<file path="src/rtl/serial_subtractor_if.sv">
// Operand/result bundle for the bit-serial subtractor.
// The master supplies start and the operands; the slave returns status and the held result.
interface serial_subtractor_if #(
    parameter int WIDTH = 4
);
    logic             start;
    logic [WIDTH-1:0] a;
    logic [WIDTH-1:0] b;
    logic             bin;
    logic             busy;
    logic             done;
    logic [WIDTH-1:0] diff;
    logic             bout;

    modport master (
        output start, a, b, bin,
        input  busy, done, diff, bout
    );

    modport slave (
        input  start, a, b, bin,
        output busy, done, diff, bout
    );
endinterface

</file>
<file path="src/rtl/serial_subtractor.sv">
// Bit-serial subtractor: diff = a - b - bin, one bit per clock, LSB first.
// A single full-subtractor cell is reused every cycle, with the borrow held in a flop.
module serial_subtractor #(
    parameter int WIDTH = 4
) (
    input  logic                clk,
    input  logic                rst_n,
    serial_subtractor_if.slave  bus
);
    localparam int CW = (WIDTH > 2) ? $clog2(WIDTH) : 1;

    localparam logic [0:0] IDLE = 1'b0;
    localparam logic [0:0] RUN  = 1'b1;

    logic [0:0]       state_reg;
    logic [WIDTH-1:0] a_sh_reg;
    logic [WIDTH-1:0] b_sh_reg;
    logic             br_reg;
    logic [CW-1:0]    cnt_reg;
    logic [WIDTH-1:0] res_reg;
    logic [WIDTH-1:0] diff_reg;
    logic             bout_reg;
    logic             done_reg;

    logic             a0;
    logic             b0;
    logic             d_bit;
    logic             br_next;
    logic             last_bit;
    logic [WIDTH-1:0] res_next;
    logic [WIDTH-1:0] a_sh_next;
    logic [WIDTH-1:0] b_sh_next;

    // Full-subtractor cell on the current LSBs.
    assign a0       = a_sh_reg[0];
    assign b0       = b_sh_reg[0];
    assign d_bit    = a0 ^ b0 ^ br_reg;
    assign br_next  = (~a0 & b0) | (~(a0 ^ b0) & br_reg);
    assign last_bit = (cnt_reg == CW'(WIDTH - 1));

    // Result fills from the MSB end so the LSB computed first ends up at bit 0.
    assign res_next[WIDTH-1]  = d_bit;
    assign a_sh_next[WIDTH-1] = 1'b0;
    assign b_sh_next[WIDTH-1] = 1'b0;
    generate
        for (genvar gi = 0; gi < WIDTH - 1; gi++) begin : g_shift
            assign res_next[gi]  = res_reg[gi+1];
            assign a_sh_next[gi] = a_sh_reg[gi+1];
            assign b_sh_next[gi] = b_sh_reg[gi+1];
        end
    endgenerate

    always_ff @(posedge clk or negedge rst_n) begin
        if (!rst_n) begin
            state_reg <= IDLE;
            a_sh_reg  <= '0;
            b_sh_reg  <= '0;
            br_reg    <= 1'b0;
            cnt_reg   <= '0;
            res_reg   <= '0;
            diff_reg  <= '0;
            bout_reg  <= 1'b0;
            done_reg  <= 1'b0;
        end else begin
            done_reg <= 1'b0;
            case (state_reg)
                IDLE: begin
                    if (bus.start) begin
                        a_sh_reg  <= bus.a;
                        b_sh_reg  <= bus.b;
                        br_reg    <= bus.bin;
                        cnt_reg   <= '0;
                        res_reg   <= '0;
                        state_reg <= RUN;
                    end
                end
                RUN: begin
                    a_sh_reg <= a_sh_next;
                    b_sh_reg <= b_sh_next;
                    br_reg   <= br_next;
                    res_reg  <= res_next;
                    if (last_bit) begin
                        diff_reg  <= res_next;
                        bout_reg  <= br_next;
                        done_reg  <= 1'b1;
                        cnt_reg   <= '0;
                        state_reg <= IDLE;
                    end else begin
                        cnt_reg <= cnt_reg + 1'b1;
                    end
                end
                default: state_reg <= IDLE;
            endcase
        end
    end

    assign bus.busy = (state_reg == RUN);
    assign bus.done = done_reg;
    assign bus.diff = diff_reg;
    assign bus.bout = bout_reg;
endmodule

</file>
<file path="src/flat_wrapper.sv">
// flat-port wrapper written by rule: the top's interface ports become plain ports
module serial_subtractor_flat 
#(
    parameter int WIDTH = 4
)
  (clk, rst_n, bus_start, bus_a, bus_b, bus_bin, bus_busy, bus_done, bus_diff, bus_bout);
  serial_subtractor_if #(.WIDTH(WIDTH)) bus_i ();
  input  logic clk;
  input  logic rst_n;
  input wire logic [$bits(bus_i.start)-1:0] bus_start;
  input wire logic [$bits(bus_i.a)-1:0] bus_a;
  input wire logic [$bits(bus_i.b)-1:0] bus_b;
  input wire logic [$bits(bus_i.bin)-1:0] bus_bin;
  output wire logic [$bits(bus_i.busy)-1:0] bus_busy;
  output wire logic [$bits(bus_i.done)-1:0] bus_done;
  output wire logic [$bits(bus_i.diff)-1:0] bus_diff;
  output wire logic [$bits(bus_i.bout)-1:0] bus_bout;
  assign bus_i.start = bus_start;
  assign bus_i.a = bus_a;
  assign bus_i.b = bus_b;
  assign bus_i.bin = bus_bin;
  assign bus_busy = bus_i.busy;
  assign bus_done = bus_i.done;
  assign bus_diff = bus_i.diff;
  assign bus_bout = bus_i.bout;
  serial_subtractor #(.WIDTH(WIDTH)) u_core (.clk(clk), .rst_n(rst_n), .bus(bus_i));
endmodule
</file>
<file path="config.mk">
export PLATFORM = sky130hd
export DESIGN_NAME = serial_subtractor_flat
export DESIGN_NICKNAME = d
export VERILOG_FILES = /design/src/rtl/serial_subtractor_if.sv /design/src/rtl/serial_subtractor.sv /design/src/flat_wrapper.sv
export SDC_FILE = /design/constraint.sdc
export NUM_CORES = 1
export LEC_CHECK = 0
export CORE_ASPECT_RATIO = 0.9
export CORE_UTILIZATION = 50
export DETAILED_ROUTE_END_ITERATION = 7
export PLACE_DENSITY = 0.79
export SLEW_MARGIN = 20
export SYNTH_ARGS = -nofsm -noshare
export SYNTH_HDL_FRONTEND = slang
export SYNTH_SLANG_ARGS = --single-unit
</file>
<file path="constraint.sdc">
create_clock -name clk -period 3.8 [get_ports clk]
set_input_delay 0.76 -clock clk [delete_from_list [all_inputs] [get_ports clk]]
set_output_delay 0.76 -clock clk [all_outputs]
set_load 0.01 [all_outputs]
</file>
==> results.toml <==
[place]
dpl.hpwl_um = 952
dp_slack_ns = 1.55
place.gp.congestion = 0.683
portBuffers = 18

[setup_path]
crit_family = "flip-flops"
cp_cell_sequence = "clkdlybuf4s50_1"
cp.arrival_ns = 1.78
worst-path-max-fanout = 25
crit_buf_inv = 1
crit_path_start_kind = "flip-flop"
slowest_delay_ns = 0.82
cp.required_ns = 3.04
crit_path_end_kind = "output port"
slowest_stage = "dfrtp_1"
critical_path_class = "flip-flop to output port"

[global_routing]
antenna_found_initial = 0
grt_overflow = 0
grt_max_degree = 26
grt_pass1_vias = 556
grt_usage_pct = 16.9
grt_pass1_wl_mm = 2.40

[die]
die_w_um = 46.7
num_rows = 14
io_pins = 19
initial_utilization_pct = 53.6
die_y_um = 42.3
design.die.area_um2 = 1980
core_area_um2 = 1680

[synthesis]
ys_seq_elements = 21
ys_seq_area_share_pct = 58.3
netlist_instances = 70
syn_area_um2 = 901
syn-num-nets = 84
synth_area_per_cell_um2 = 12.9
yosys_warnings = 0
synth.distinct_cells = 17

[drt]
ant_nets = 0
drt_iter0_markers = 1
num_vias = 551
drc_errors = 0
vias_per_cell = 4.92
drt_pre_antenna_iters = 2
routed_wl_mm = 1.38
wl_per_cell_um = 12.3

[layout]
diodes = 0
finalCoreUtilization_pct = 65.7
drive_above_1_share_pct = 10.2
seq_area_um2 = 526
nFillCells = 147
multiInputGateArea_um2 = 328
nNetsFinal = 103
syn2layout_area_growth_pct = 22.6

[clock_network]
clkSlewWorstSetupHoldPaths_ns = 0.11
ctsHoldBuffers = 0
cts_num_sinks = 21
h-tree-depth = 1
insertion_delay_ns = 0.29
cts_tree = "yes"
ctsLongestPathBuffers = 2
ctsResizeCount = 0
numCtsBuffers = 3
postCtsSetupBuffers = 0
cts-root-buf = "clkbuf_4"

[sta]
worstMarginPinSlew_ns = 0.918
slew_headroom_pct = 38.6
clock_skew_ns = 0.00338
finalCritPeriodShare_pct = 66.9
hold_ws_ns = 0.495
hold_viol_final = 0
fin_tns_setup_ns = 0
fmax_mhz = 393
timing.final.crit_period_ns = 2.54
worst_slack_ns = 1.26
rsz0062_at_grt = "no"
setup_viol = 0
drv_slew = 0

[pwr]
fin_total_pwr_uw = 782
power-per-cell-area_nw_per_um2 = 708
peakVddDrop_uv = 335
p_leak_uw = 0.000529

[job]
cap_violations = 0

[min_path]
worstHoldPathType = "flip-flop to flip-flop"

[outcome]
status = "complete, no violations"
-- routing by layer --
metal | track usage, % | part of all wire, %
met5 | 0 | 0
met4 | 3.43 | 0
met3 | 3.88 | 3.4
met2 | 27.5 | 47
met1 | 23.0 | 49
-- kinds of logic after synthesis --
group           synth area share [%]
simple gates                    6.11
mux                             19.3
buf+inv                         5.28
flops                           58.3
compound gates                  7.36
fa+ha+maj                       3.61
-- worst min-delay path, stage by stage (launching register included) --
cell     delay, ns
dfrtp_1       0.36
nand2_1       0.05
o21ai_0       0.06
-- synth_stat cells --
cell type	number	area, µm²
dfrtp_1	21	526
mux2i_1	11	110
nand2_1	7	26.3
o21ai_0	6	30.0
inv_1	4	15.0
a22o_1	3	26.3
mux2_2	3	33.8
nor2_1	3	11.3
buf_2	2	10.0
buf_6	2	22.5
mux2_4	2	30.0
a21oi_1	1	5.00
fa_1	1	20.0
ha_1	1	12.5
nand2_4	1	11.3
nand2b_1	1	6.26
o21ai_1	1	5.00
-- metrics by stage --
stage / area (µm²) / std cells
2_1_floorplan: 901 / 70
5_1_grt: 1100 / 112
4_1_cts: 1100 / 112
3_5_place_dp: 1080 / 108
3_3_place_gp: 1080 / 108
6_report: 1100 / 112
-- final timing paths --
check	start	endpoint	slack, ns	depth (start not counted)
max	u_core.bus.busy	bus_busy	1.26	1
min	u_core.b_sh_reg[1]	u_core.b_sh_reg[0]	0.49	2
max reg2reg	u_core.bus.busy	u_core.cnt_reg[0]	2.33	2
min reg2reg	u_core.b_sh_reg[1]	u_core.b_sh_reg[0]	0.49	2
max in group asynchronous	rst_n	u_core.bus.diff[0]	2.27	1
min in group asynchronous	rst_n	u_core.bus.diff[1]	0.97	1
-- where the power goes --
| part | leakage, µW | switching (µW) | internal (µW) |
|---|---|---|---|
| clock | 0.0000150 | 63.2 | 40.8 |
| combinational | 0.000249 | 110 | 180 |
| sequential | 0.000265 | 73.7 | 314 |
-- cell type report --
cell class	count	area share, %
tap	24	2.72
timing repair buffer	18	16.3
inverter	4	1.36
sequential	21	47.6
clock buffer	4	2.38
multi-input combinational	41	29.7
-- placed cells by master (no fill, tap or decap), drive strengths merged --
| cell | synthesis | final |
|---|---|---|
| a22o | 3 | 3 |
| clkdlybuf4s50 | 0 | 18 |
| clkbuf | 0 | 4 |
| inv | 4 | 4 |
| nand2 | 8 | 8 |
| mux2i | 11 | 11 |
| dfrtp | 21 | 21 |
| ha | 1 | 1 |
| o21ai | 7 | 7 |
| nand2b | 1 | 1 |
| nor2 | 3 | 3 |
| fa | 1 | 1 |
| a21oi | 1 | 1 |
| mux2 | 5 | 5 |
Power figures use the tool's default switching activity.
